File: src/rtl/ioctl_upload_src.sv
// ioctl_upload_src: serves HPS ioctl upload reads (NVRAM / hiscore save) from a
// window of game RAM. Each read strobe fetches one byte through the game RAM
// secondary port and holds ioctl_wait high until that byte is on ioctl_din.
// The game CPU is held paused for as long as the upload session is active.
module ioctl_upload_src #(
    parameter int                ADDR_W      = 16,
    parameter logic [ADDR_W-1:0] REGION_BASE = '0,
    parameter int                REGION_LEN  = 256,
    parameter int                RAM_LAT     = 2
) (
    input  logic              clk,
    input  logic              reset_n,
    input  logic              ioctl_upload,
    input  logic              ioctl_rd,
    input  logic [24:0]       ioctl_addr,
    output logic [7:0]        ioctl_din,
    output logic              ioctl_wait,
    output logic              ioctl_upload_req,
    input  logic              save_trigger,
    output logic              pause_req,
    input  logic              paused,
    output logic [ADDR_W-1:0] ram_addr,
    output logic              ram_rd,
    input  logic [7:0]        ram_data
);

    typedef enum logic [1:0] {
        IDLE    = 2'd0,
        SYNC    = 2'd1,
        FETCH   = 2'd2,
        PRESENT = 2'd3
    } state_t;

    // Last latency-counter value before ram_data is sampled, and the value at
    // which the read intent is withdrawn (RAM_LAT cycles of ram_rd).
    localparam logic [2:0]  LAT_LAST   = 3'(RAM_LAT);
    localparam logic [2:0]  LAT_RD_END = 3'(RAM_LAT - 1);
    localparam logic [25:0] LEN_EXT    = 26'(REGION_LEN);

    state_t            state;
    logic [2:0]        lat_cnt;
    logic              oor_q;
    logic              save_q;
    logic              in_range;
    logic [ADDR_W-1:0] fetch_addr;

    // Full 25-bit offset compare so any offset beyond the window reads as 8'hFF.
    assign in_range   = {1'b0, ioctl_addr} < LEN_EXT;
    assign fetch_addr = REGION_BASE + ioctl_addr[ADDR_W-1:0];

    // Pause request follows the session level; save requests fire on a rising
    // save_trigger edge only while no upload is running.
    always_ff @(posedge clk) begin
        // NOTE: all state here is updated with non-blocking assignments so every
        // register samples the pre-edge values of its neighbours.
        if (!reset_n) begin
            pause_req        <= 1'b0;
            save_q           <= 1'b0;
            ioctl_upload_req <= 1'b0;
        end else begin
            pause_req        <= ioctl_upload;
            save_q           <= save_trigger;
            ioctl_upload_req <= save_trigger & ~save_q & ~ioctl_upload;
        end
    end

    // Read-service FSM: accept strobe, wait for pause, fetch, present byte.
    always_ff @(posedge clk) begin
        if (!reset_n) begin
            state      <= IDLE;
            lat_cnt    <= 3'd0;
            oor_q      <= 1'b0;
            ioctl_din  <= 8'hFF;
            ioctl_wait <= 1'b0;
            ram_rd     <= 1'b0;
            ram_addr   <= '0;
        end else if (!ioctl_upload) begin
            // Session ended: drop everything but keep the last byte on ioctl_din.
            state      <= IDLE;
            lat_cnt    <= 3'd0;
            oor_q      <= 1'b0;
            ioctl_wait <= 1'b0;
            ram_rd     <= 1'b0;
        end else begin
            case (state)
                IDLE, PRESENT: begin
                    if (ioctl_rd) begin
                        ioctl_wait <= 1'b1;
                        lat_cnt    <= 3'd0;
                        if (!in_range) begin
                            // No RAM access; one wait cycle then 8'hFF.
                            oor_q <= 1'b1;
                            state <= FETCH;
                        end else begin
                            oor_q    <= 1'b0;
                            ram_addr <= fetch_addr;
                            if (paused) begin
                                state  <= FETCH;
                                ram_rd <= 1'b1;
                            end else begin
                                state <= SYNC;
                            end
                        end
                    end
                end
                SYNC: begin
                    if (paused) begin
                        state  <= FETCH;
                        ram_rd <= 1'b1;
                    end
                end
                FETCH: begin
                    // paused is deliberately not re-checked: pause_req already
                    // guarantees the CPU stays off the RAM.
                    if (oor_q) begin
                        ioctl_din  <= 8'hFF;
                        ioctl_wait <= 1'b0;
                        oor_q      <= 1'b0;
                        state      <= PRESENT;
                    end else if (lat_cnt == LAT_LAST) begin
                        ioctl_din  <= ram_data;
                        ioctl_wait <= 1'b0;
                        state      <= PRESENT;
                    end else begin
                        if (lat_cnt == LAT_RD_END) begin
                            ram_rd <= 1'b0;
                        end
                        lat_cnt <= lat_cnt + 3'd1;
                    end
                end
                default: state <= IDLE;
            endcase
        end
    end

endmodule
File: config.mk
export PLATFORM = sky130hd
export DESIGN_NAME = ioctl_upload_src
export DESIGN_NICKNAME = d
export VERILOG_FILES = /design/src/rtl/ioctl_upload_src.sv
export SDC_FILE = /design/constraint.sdc
export NUM_CORES = 1
export LEC_CHECK = 0
export ABC_AREA = 1
export BUFFER_PORTS_ARGS = -buffer_cell sky130_fd_sc_hd__buf_2
export CORE_UTILIZATION = 46
export DETAILED_ROUTE_END_ITERATION = 12
export PLACE_DENSITY = 0.87
export SLEW_MARGIN = 10
export SYNTH_ARGS = -nofsm -noshare
export SYNTH_HDL_FRONTEND = slang
export SYNTH_SLANG_ARGS = --single-unit
File: constraint.sdc
create_clock -name clk -period 1.55 [get_ports clk]
set_input_delay 0.31 -clock clk [delete_from_list [all_inputs] [get_ports clk]]
set_output_delay 0.31 -clock clk [all_outputs]
set_load 0.05 [all_outputs]
==> impl_metrics.tcl <==
set metrics [dict create \
    drc 0 \
    grt_max_degree 18 \
    hold_buffers 0 \
    wl_um 3560 \
    fin_skew_ns 0.0116 \
    fin_nets 325 \
    ys_seq_area_share_pct 46.6 \
    min_path_type "primary input to register" \
    placementRows 20 \
    diodes 0 \
    first_pass_iters 4 \
    clk_path_buf_depth 2 \
    yosysWarnings 0 \
    drv_cap 0 \
    syn_to_final_growth_pct 34.9 \
    yosysTopAreaCellShare_pct 46.6 \
    period_share_pct 94.0 \
    setup-violations-final 0 \
    yosysTopAreaCell "dfxtp_1" \
    synthTopCellsByArea "dfxtp_1 47%, nand2_1 12%, nor2_1 7.7%, inv_1 7.5%, a21oi_1 5.3%" \
    clock_latency_ns 0.34 \
    grt_overflow 0 \
    numClockSinks 35 \
    cp.required_ns 1.78 \
    crit_path_max_fanout 6 \
    clock.fmax_ghz 0.686 \
    die-height_um 59.2 \
    setup_ws_ns 0.0925 \
    htreeDepth 2 \
    ys_ff_latch 35 \
    place.detailed.hpwl_um 2320 \
    finalCriticalPeriod_ns 1.46 \
    routabilityCongestion 0.882 \
    wire_per_inst_um 10.9 \
    netlist_area_mm2 0.00151 \
    dpl_cell_area_mm2 0.00189 \
    critPathKind "register to register" \
    power_mw 1.63 \
    grt_pass1_vias 1263 \
    cts-root-buf "clkbuf_4" \
    fin_area_mm2 0.00203 \
    floorplan.initialDensity_pct 48.9 \
    ant_nets 0 \
    outcome "finished, final reports clean" \
    setup_tns_ns 0 \
    power_density_mw_per_mm2 805 \
    path_clk_slew_ns 0.11 \
    drt-initial-drc-count 91 \
    grt.total_usage_pct 20.2 \
    yosysUniqueCellTypes 21 \
    hold_viol_final 0 \
    tightest_slew_ns 0.318 \
    cts_buffers 5 \
    vdd_drop_max_v 0.000555 \
    start_kind "register" \
    p_leak_nw 1.10 \
    syn_nets 250 \
    numPortBuffers 66 \
    post_route_cells_drive_above_1_share_pct 32.6 \
    antenna_found_initial 0 \
    syn_inst 206 \
    critPathCaptureType "register" \
    chipWidth_um 59.2 \
    via_per_inst 4.67 \
    die-area_mm2 0.00350 \
    place_ws_ns -0.0743 \
    maxSlewViolCount 0 \
    io-pin-count 67 \
    rsz0062_at_grt "no" \
    synth.avg_cell_area_um2 7.31 \
    grt_pass1_wl_um 5260 \
    max-slew-margin-rel_pct 78.8 \
    core_area_mm2 0.00308 \
    arrival_ns 1.69 \
    num_vias 1521 \
    cts_tree "done" \
]
==> synth_stat cells <==
cell type and instances:
nand2_1 47, dfxtp_1 35, nor2_1 31, inv_1 30, a21oi_1 16, nand3_1 13
o21ai_0 6, ha_1 5, o21ai_1 5, buf_2 4, inv_2 2, nand4_1 2
nor2_4 2, a21oi_2 1, buf_6 1, nand2_2 1, nand4_4 1, nor2_2 1
nor3_1 1, or2_2 1, xor2_1 1
==> cell families (layout without fill, tap and decap cells) <==
group	after synthesis	count (layout)	synth area share, %
buf+inv	37	110	10.1
compound gates	28	28	9.56
flops	35	35	46.6
xor+xnor	1	1	0.582
fa+ha+maj	5	5	4.16
simple gates	100	103	29.1
==> metal layers <==
| layer | global-route usage (%) | vias to the layer above | wire length [um] | share of wire [%] |
|---|---|---|---|---|
| met1 | 25.1 | 658 | 1610 | 45 |
| li1 | - | 801 | - | - |
| met5 | 0 | - | 0 | 0 |
| met3 | 4.80 | 5 | 210 | 5.9 |
| met2 | 33.1 | 57 | 1700 | 48 |
| met4 | 9.18 | 0 | 44 | 1.2 |
==> state kept, by name, summed over array words and instances (netlist names) <==
register          count
ram_addr             16
ram_rd                1
state                 2
ioctl_upload_req      1
pause_req             1
oor_q                 1
save_q                1
lat_cnt               3
ioctl_din             8
ioctl_wait            1
==> placed cells by master, fill, tap and decap left out, types with 2 or more instances in the layout <==
cell      Yosys  final
o21ai_0       6      6
a21oi_1      16     16
dfxtp_1      35     35
nand4_4       1      3
ha_1          5      4
o21ai_1       5      4
clkbuf_1      0      2
buf_4         0      4
nand3_1      13     12
inv_1        30     29
inv_2         2      2
nand2_1      47     47
nand4_1       2      2
clkbuf_4      0      5
nor2_4        2      2
nor2_1       31     31
buf_2         4     66
==> power breakdown <==
group | switching [mW] | internal [mW]
Sequential | 0.00942 | 0.915
Clock | 0.294 | 0.177
Combinational | 0.147 | 0.0925
==> per-stage QoR <==
step / cells / utilization (%) / hold slack, ns
after global placement: 315 / 61.4 / 0.377
after global routing: 326 / 66.0 / 0.175
after CTS: 325 / 64.1 / 0.161
final: 326 / 66.0 / 0.175
after detailed placement: 315 / 61.4 / 0.383
after floorplan: 206 / - / 0.373
==> final timing paths <==
kind / slack, ns / depth (start not counted) / from / endpoint
setup reg to reg: 0.09 / 7 / state[0]$_SDFFE_PN0P_ / ram_addr[2]$_SDFFE_PN0P_
hold / removal: 0.17 / 3 / ram_data[0] / ioctl_din[0]$_SDFFE_PN1P_
setup / recovery: 0.09 / 7 / state[0]$_SDFFE_PN0P_ / ram_addr[2]$_SDFFE_PN0P_
hold reg to reg: 0.38 / 1 / save_q$_SDFF_PN0_ / ioctl_upload_req$_SDFF_PN0_
==> timing repair <==
action                     CTS  global route
pin swaps                    1             0
setup buffers                0             0
resized for setup            2             7
setup endpoints to repair   16            27
gates cloned                 2             1
==> worst max-delay path, cell delays in order, from the launching register on <==
cell and delay (ns):
dfxtp_1 0.35, inv_1 0.08, ha_4 0.28, nand2_1 0.12, inv_4 0.15, nand4_4 0.14, nor2_1 0.15, nor2_1 0.07
==> area by class of cell <==
| cell class | instances | area (um^2) |
|---|---|---|
| clock inverters | 1 | 5.00 |
| inverters | 32 | 123 |
| flip-flops and latches | 35 | 701 |
| repair buffers | 70 | 360 |
| multi-input cells | 137 | 742 |
| clock buffers | 7 | 45.0 |
| well taps | 44 | 55.1 |
| fillers | 283 | 1050 |
Note: power is estimated with default switching activity, not from simulation.
